`src/rtl/demux_fluxo_param_pkg.sv`:
```
`default_nettype none
// ============================================================================
// Module   : demux_fluxo_param_pkg
// Purpose  : Shared definitions for the 1-to-N_CH stream demultiplexer:
//            routing-mode encoding, default geometry and a select-width helper.
// Ports    : none (package)
// Revision : 1.0  initial release
// ============================================================================
package demux_fluxo_param_pkg;

  // Routing mode carried on auto_mode
  typedef enum logic {
    MODE_MANUAL = 1'b0,
    MODE_AUTO   = 1'b1
  } mode_e;

  // Default geometry used by the top level and by benches
  localparam int DEF_WIDTH = 8;
  localparam int DEF_N_CH  = 4;
  localparam int DEF_SEL_W = 2;

  // Width of a select/pointer able to address n channels
  function automatic int sel_width(input int n);
    return (n <= 1) ? 1 : $clog2(n);
  endfunction

endpackage
`default_nettype wire

```
`src/rtl/demux_fluxo_param_if.sv`:
```
`default_nettype none
// ============================================================================
// Module   : demux_fluxo_param_if
// Purpose  : Bundles the producer-side and consumer-side handshake/bus signals
//            of the stream demultiplexer.
// Ports    : in_valid/in_ready/in_data/sel/auto_mode  - producer side
//            out_valid/out_ready/out_data             - N_CH consumer channels
//            rr_ptr, sel_err                          - status
//            modport slave  : the demultiplexer
//            modport master : the environment (producer + consumers)
// Revision : 1.0  initial release
// ============================================================================
interface demux_fluxo_param_if #(
  parameter int WIDTH = 8,
  parameter int N_CH  = 4,
  parameter int SEL_W = 2
);

  logic                    in_valid;
  logic                    in_ready;
  logic [WIDTH-1:0]        in_data;
  logic [SEL_W-1:0]        sel;
  logic                    auto_mode;
  logic [N_CH-1:0]         out_valid;
  logic [N_CH-1:0]         out_ready;
  logic [N_CH*WIDTH-1:0]   out_data;
  logic [SEL_W-1:0]        rr_ptr;
  logic                    sel_err;

  modport slave (
    input  in_valid, in_data, sel, auto_mode, out_ready,
    output in_ready, out_valid, out_data, rr_ptr, sel_err
  );

  modport master (
    output in_valid, in_data, sel, auto_mode, out_ready,
    input  in_ready, out_valid, out_data, rr_ptr, sel_err
  );

endinterface
`default_nettype wire

```
`src/rtl/demux_fluxo_param_canal_reg.sv`:
```
`default_nettype none
// ============================================================================
// Module   : demux_fluxo_param_canal_reg
// Purpose  : One-entry valid/data holding register for a single output
//            channel. A load and a drain on the same edge replace the word
//            and keep the entry valid, giving full throughput.
// Ports    : clk, rst_n       - clock, asynchronous active-low reset
//            i_load, i_data   - write a new word at the next edge
//            i_ready          - consumer accepts the held word
//            o_valid, o_data  - held word
// Revision : 1.0  initial release
// ============================================================================
module demux_fluxo_param_canal_reg #(
  parameter int WIDTH = 8
) (
  input  logic             clk,
  input  logic             rst_n,
  input  logic             i_load,
  input  logic [WIDTH-1:0] i_data,
  input  logic             i_ready,
  output logic             o_valid,
  output logic [WIDTH-1:0] o_data
);

  logic             valid_d, valid_q;
  logic [WIDTH-1:0] data_d,  data_q;

  always_comb begin
    // A reload wins over a drain; otherwise the word leaves when accepted.
    valid_d = i_load | (valid_q & ~i_ready);
    // Data only moves on a load, so it is stable while stalled.
    data_d  = i_load ? i_data : data_q;
  end

  always_ff @(posedge clk or negedge rst_n) begin
    if (!rst_n) begin
      valid_q <= 1'b0;
      data_q  <= '0;
    end else begin
      valid_q <= valid_d;
      data_q  <= data_d;
    end
  end

  assign o_valid = valid_q;
  assign o_data  = data_q;

endmodule
`default_nettype wire

```
`src/rtl/demux_fluxo_param.sv`:
```
`default_nettype none
// ============================================================================
// Module   : demux_fluxo_param
// Purpose  : Registered 1-to-N_CH stream demultiplexer with valid/ready on the
//            input and on every output. Target channel is either chosen by
//            sel (manual) or by an internal round-robin pointer (auto).
//            Each channel owns a one-entry holding register, so latency is
//            one cycle and backpressure is per channel.
// Ports    : clk    - rising-edge clock
//            rst_n  - asynchronous active-low reset
//            bus    - demux_fluxo_param_if.slave (handshakes, data, status)
// Revision : 1.0  initial release
// ============================================================================
module demux_fluxo_param
  import demux_fluxo_param_pkg::*;
#(
  parameter int WIDTH = DEF_WIDTH,
  parameter int N_CH  = DEF_N_CH,
  parameter int SEL_W = DEF_SEL_W
) (
  input  logic                 clk,
  input  logic                 rst_n,
  demux_fluxo_param_if.slave   bus
);

  // SEL_W must be exactly wide enough to address every channel.
  if (SEL_W != sel_width(N_CH)) begin : g_param_chk
    $error("demux_fluxo_param: SEL_W does not match N_CH");
  end

  localparam logic [SEL_W-1:0] C_LAST_CH = SEL_W'(N_CH - 1);

  logic [SEL_W-1:0] w_tgt;
  logic [N_CH-1:0]  w_hit;
  logic [N_CH-1:0]  w_free;
  logic [N_CH-1:0]  w_load;
  logic             w_in_range;
  logic             w_in_ready;
  logic             w_accept;
  logic             w_auto;

  logic [SEL_W-1:0] rr_ptr_d, rr_ptr_q;
  logic             sel_err_d, sel_err_q;

  logic             w_ch_valid [N_CH];
  logic [WIDTH-1:0] w_ch_data  [N_CH];
  logic [N_CH-1:0]       w_out_valid;
  logic [N_CH*WIDTH-1:0] w_out_data;

  // --------------------------------------------------------------------------
  // Target decode and input handshake
  // --------------------------------------------------------------------------
  always_comb begin
    w_auto = (bus.auto_mode == MODE_AUTO);
    w_tgt  = w_auto ? rr_ptr_q : bus.sel;
    w_hit  = '0;
    w_free = '0;
    for (int k = 0; k < N_CH; k++) begin
      w_hit[k]  = (w_tgt == SEL_W'(k));
      // Free when empty or being emptied at this same edge.
      w_free[k] = ~w_ch_valid[k] | bus.out_ready[k];
    end
    // No channel matches only for a manual sel >= N_CH; rr_ptr never leaves range.
    w_in_range = |w_hit;
    // Out-of-range words are swallowed so the producer is never wedged.
    w_in_ready = ~w_in_range | (|(w_hit & w_free));
    w_accept   = bus.in_valid & w_in_ready;
    w_load     = {N_CH{w_accept}} & w_hit;
    sel_err_d  = bus.in_valid & ~w_auto & ~w_in_range;
  end

  // --------------------------------------------------------------------------
  // Round-robin pointer: moves only on accepted auto-mode transfers and is
  // left alone by mode changes.
  // --------------------------------------------------------------------------
  always_comb begin
    rr_ptr_d = rr_ptr_q;
    if (w_auto && w_accept) begin
      rr_ptr_d = (rr_ptr_q == C_LAST_CH) ? '0 : rr_ptr_q + SEL_W'(1);
    end
  end

  always_ff @(posedge clk or negedge rst_n) begin
    if (!rst_n) begin
      rr_ptr_q  <= '0;
      sel_err_q <= 1'b0;
    end else begin
      rr_ptr_q  <= rr_ptr_d;
      sel_err_q <= sel_err_d;
    end
  end

  // --------------------------------------------------------------------------
  // Per-channel holding registers
  // --------------------------------------------------------------------------
  for (genvar k = 0; k < N_CH; k++) begin : g_ch
    demux_fluxo_param_canal_reg #(
      .WIDTH (WIDTH)
    ) u_canal (
      .clk     (clk),
      .rst_n   (rst_n),
      .i_load  (w_load[k]),
      .i_data  (bus.in_data),
      .i_ready (bus.out_ready[k]),
      .o_valid (w_ch_valid[k]),
      .o_data  (w_ch_data[k])
    );
  end

  // Pack channel outputs; channel k occupies bits [k*WIDTH +: WIDTH].
  always_comb begin
    w_out_valid = '0;
    w_out_data  = '0;
    for (int k = 0; k < N_CH; k++) begin
      w_out_valid[k]               = w_ch_valid[k];
      w_out_data[k*WIDTH +: WIDTH] = w_ch_data[k];
    end
  end

  assign bus.in_ready  = w_in_ready;
  assign bus.out_valid = w_out_valid;
  assign bus.out_data  = w_out_data;
  assign bus.rr_ptr    = rr_ptr_q;
  assign bus.sel_err   = sel_err_q;

endmodule
`default_nettype wire

```
`src/flat_wrapper.sv`:
```
// flat-port wrapper written by rule: the top's interface ports become plain ports
module demux_fluxo_param_flat import demux_fluxo_param_pkg::*;
#(
  parameter int WIDTH = DEF_WIDTH,
  parameter int N_CH  = DEF_N_CH,
  parameter int SEL_W = DEF_SEL_W
)
  (clk, rst_n, bus_in_valid, bus_in_data, bus_sel, bus_auto_mode, bus_out_ready, bus_in_ready, bus_out_valid, bus_out_data, bus_rr_ptr, bus_sel_err);
  demux_fluxo_param_if #(.WIDTH(WIDTH), .N_CH(N_CH), .SEL_W(SEL_W)) bus_i ();
  input  logic clk;
  input  logic rst_n;
  input wire logic [$bits(bus_i.in_valid)-1:0] bus_in_valid;
  input wire logic [$bits(bus_i.in_data)-1:0] bus_in_data;
  input wire logic [$bits(bus_i.sel)-1:0] bus_sel;
  input wire logic [$bits(bus_i.auto_mode)-1:0] bus_auto_mode;
  input wire logic [$bits(bus_i.out_ready)-1:0] bus_out_ready;
  output wire logic [$bits(bus_i.in_ready)-1:0] bus_in_ready;
  output wire logic [$bits(bus_i.out_valid)-1:0] bus_out_valid;
  output wire logic [$bits(bus_i.out_data)-1:0] bus_out_data;
  output wire logic [$bits(bus_i.rr_ptr)-1:0] bus_rr_ptr;
  output wire logic [$bits(bus_i.sel_err)-1:0] bus_sel_err;
  assign bus_i.in_valid = bus_in_valid;
  assign bus_i.in_data = bus_in_data;
  assign bus_i.sel = bus_sel;
  assign bus_i.auto_mode = bus_auto_mode;
  assign bus_i.out_ready = bus_out_ready;
  assign bus_in_ready = bus_i.in_ready;
  assign bus_out_valid = bus_i.out_valid;
  assign bus_out_data = bus_i.out_data;
  assign bus_rr_ptr = bus_i.rr_ptr;
  assign bus_sel_err = bus_i.sel_err;
  demux_fluxo_param #(.WIDTH(WIDTH), .N_CH(N_CH), .SEL_W(SEL_W)) u_core (.clk(clk), .rst_n(rst_n), .bus(bus_i));
endmodule
```
`config.mk`:
```
export PLATFORM = sky130hd
export DESIGN_NAME = demux_fluxo_param_flat
export DESIGN_NICKNAME = d
export VERILOG_FILES = /design/src/rtl/demux_fluxo_param_pkg.sv /design/src/rtl/demux_fluxo_param_if.sv /design/src/rtl/demux_fluxo_param_canal_reg.sv /design/src/rtl/demux_fluxo_param.sv /design/src/flat_wrapper.sv
export SDC_FILE = /design/constraint.sdc
export NUM_CORES = 1
export LEC_CHECK = 0
export CORE_MARGIN = 8
export CORE_UTILIZATION = 45
export DETAILED_ROUTE_END_ITERATION = 16
export DONT_BUFFER_PORTS = 1
export PLACE_DENSITY_LB_ADDON = 0.05
export SETUP_SLACK_MARGIN = 0.5
export SLEW_MARGIN = 20
export SYNTH_ARGS = -nofsm -noshare
export SYNTH_HDL_FRONTEND = slang
export SYNTH_SLANG_ARGS = --single-unit
```
`constraint.sdc`:
```
create_clock -name clk -period 2.27 [get_ports clk]
set_clock_uncertainty 0.05 [all_clocks]
set_input_delay 0.3405 -clock clk [delete_from_list [all_inputs] [get_ports clk]]
set_output_delay 0.3405 -clock clk [all_outputs]
set_load 0.01 [all_outputs]
```
==> metrics.md <==
| Metric | Value |
|---|---|
| Status | finished clean |
| Crit-path leading delay family | flip-flops |
| Drc violations | 0 |
| Slew HR | 0.671 |
| Critical path type | reg -> reg |
| Most area-consuming cells after synthesis | dfrtp_1, mux2_2, a41oi_4, mux2_4, nor3b_2 |
| Die area | 6120 um2 |
| Clock Power Share | 0.157 |
| Slew Viols, Final | 0 |
| Rows | 22 |
| First-pass GRT wire length | 6.27 mm |
| CTS tree | yes |
| Syn Std Cell Area | 1740 um2 |
| Core area | 3690 um2 |
| Synth area leader | dfrtp_1 |
| Yosys cell types | 22 |
| Layout Cells excl Fill | 177 |
| WL final | 4.02 mm |
| Critical path cell sequence | and3b_2, o22ai_4, buf_12, a41oi_4, buf_12, mux2_4 |
| Share of post-route cells with drive strength above 1 | 0.543 |
| Post-synthesis register bit count | 39 |
| Crit path DAT | 2030 ps |
| Post-synthesis sequential area ratio | 0.560 |
| CP Launch Type | flip-flop |
| Die span in x | 78.2 um |
| Overflow after GRT | 0 |
| Max Clock Freq | 523 MHz |
| Syn_area_per_cell | 15.7 um2 |
| Total track usage | 0.131 |
| Post-detail-place hpwl | 2.60 mm |
| Cell Pwr Density | 1320 nW/um2 |
| CP Capture Type | flip-flop |
| Total Nets Final | 147 |
| Largest net degree at the start of global routing | 40 |
| RSZ-0062 raised after global routing | true |
| Initial Util | 0.473 |
| Syn. warnings | 0 |
| Sw frac | 0.351 |
| Final RePlAce weighted congestion | 0.750 |
| Internal Pwr Total | 0.00187 W |
| Max Cap Viol | 0 |
| Top cell type's share of synthesized area | 0.560 |
| Worst path bufs/invs | 2 |
| Placed insts | 155 |
| Router iterations before antenna repair | 4 |
| H-tree lvl count | 2 |
| Routed WL per cell | 22.7 um |
| Slowest cell delay on critical path | 480 ps |
| Tmin final | 1910 ps |
| Vias per cell | 5.55 |
| Via count | 982 |
| LEAKAGE | 0.939 nW |
| Final hold violations | 0 |
| Tcrit/Tclk final | 0.842 |
| Critical path required time | 2380 ps |
| Max VDD drop | 0.618 mV |
| Initial antenna violation count | 0 |
| Clk Latency, worst-skew pair | 280 ps |
| Final setup violation count | 0 |
| Combinational power share | 0.332 |
| Starting DRT DRC Count | 47 |
| Area growth syn-to-layout | 24.8% |
| Critical Path Most Common Cell | buf_12 |
| Fin Setup TNS | 0 ps |
| TritonCTS Buffers | 5 |
| Critical Path Fanout Max | 8 |
| Syn_nets | 130 |
| Root buffer cell | clkbuf_8 |
| Post-DRT Antenna Nets | 0 |
| Pre-CTS setup slack | 246 ps |
| Cell count after synthesis | 111 |
| Ports | 58 |
| NetSw | 0.00101 W |
| Slowest stage cell, crit path | dfrtp_2 |
| Die height | 78.2 um |
| Worst slew pin tran | 489 ps |
| Worst hold path type | in -> reg |
| Clock Sinks | 39 |
| # diodes | 0 |
| Final Worst Setup Slack | 358 ps |
| Leading cell type in the layout, fill and taps excluded | dfrtp_1 |
| Seq pwr share | 0.511 |
| Maximum root-to-sink buffer count | 2 |
| IO buf count | 0 |
| Vias in the first global route | 1071 |
| Clock slew at reported path FFs | 70 ps |
| Commonest cells after routing, fill and taps aside | dfrtp_1, mux2_4, buf_12, o21ai_0, clkbuf_8 |
routing by layer:
metal  vias up  share of wire  global-route usage
li1        438              -                   -
met1       500           0.40               0.155
met2        42           0.47               0.196
met3         2           0.13              0.0854
met4         0         0.0032              0.0278
met5         -              0                   0
repair_timing:
item	in CTS	in global routing
pin swaps	7	4
buffers inserted	12	0
cloned	0	0
hold buffers	2	0
hold endpoints to repair	39	0
resized for setup	28	6
endpoints found under the setup margin	35	35
worst paths after layout:
| check | startpoint | end | slack, ps | cells after the start |
|---|---|---|---|---|
| min | bus_out_ready[1] | u_core.g_ch[1].u_canal.o_valid | 110 | 1 |
| max | u_core.bus.rr_ptr[1] | u_core.g_ch[2].u_canal.o_data[1] | 360 | 6 |
| min in group asynchronous | rst_n | u_core.g_ch[1].u_canal.o_data[4] | 480 | 2 |
| max in group asynchronous | rst_n | u_core.bus.rr_ptr[0] | 1450 | 2 |
| max reg2reg | u_core.bus.rr_ptr[1] | u_core.g_ch[2].u_canal.o_data[1] | 360 | 6 |
| min reg2reg | u_core.g_ch[0].u_canal.o_data[7] | u_core.g_ch[0].u_canal.o_data[7] | 540 | 1 |
state kept, by name, indices dropped and copies added, names as in the netlist:
register                     cells
u_core.bus.rr_ptr                2
u_core.g_ch.u_canal.o_valid      4
u_core.bus.sel_err               1
u_core.g_ch.u_canal.o_data      32
power by group through the flow:
stage	combinational, W	sequential, W	clock [W]
after global placement	0.000607	0.00147	0
after floorplan	0.000592	0.00136	0
after detailed placement	0.000630	0.00148	0
final	0.000954	0.00147	0.000451
after CTS	0.000918	0.00148	0.000468
after global routing	0.00102	0.00153	0.000492
cell usage after synthesis, drive strengths merged:
cell type   n
nand2       4
and3        1
nor3        1
o22ai       1
mux2       34
a41oi       5
and3b       3
ha          1
buf         4
dfrtp      39
nand2b      3
conb        1
nor3b       3
inv         1
o21ai       8
nor2        1
nand4       1
area by class of cell:
type / instances / area [um2]
Tap cell: 48 / 60.1
Timing Repair Buffer: 14 / 194
Multi-Input combinational cell: 67 / 853
Sequential cell: 39 / 978
Clock buffer: 6 / 72.6
Clock inverter: 2 / 12.5
Fill cell: 298 / 1510
Inverter: 1 / 3.75
kinds of logic after synthesis:
group / count (synthesis) / share of synthesized area
adder cells (fa/ha/maj): 1 / 0.00718
other: 1 / 0.00215
AND/OR/NAND/NOR: 17 / 0.0696
multiplexers: 34 / 0.228
AO/OA/AOI/OAI: 14 / 0.113
buffers and inverters: 5 / 0.0194
flip-flops: 39 / 0.560
metrics by stage:
stage / hold slack, ps / utilization / cell area, um2 / total power, W
after detailed placement: -4.23 / 0.483 / 1780 / 0.00211
final: 110 / 0.590 / 2170 / 0.00287
after global placement: -4.05 / 0.483 / 1780 / 0.00208
after global routing: 118 / 0.590 / 2170 / 0.00304
after CTS: 92.7 / 0.583 / 2150 / 0.00287
after floorplan: -5.09 / - / 1750 / 0.00195
No activity file was read; power rests on OpenSTA's default activity.
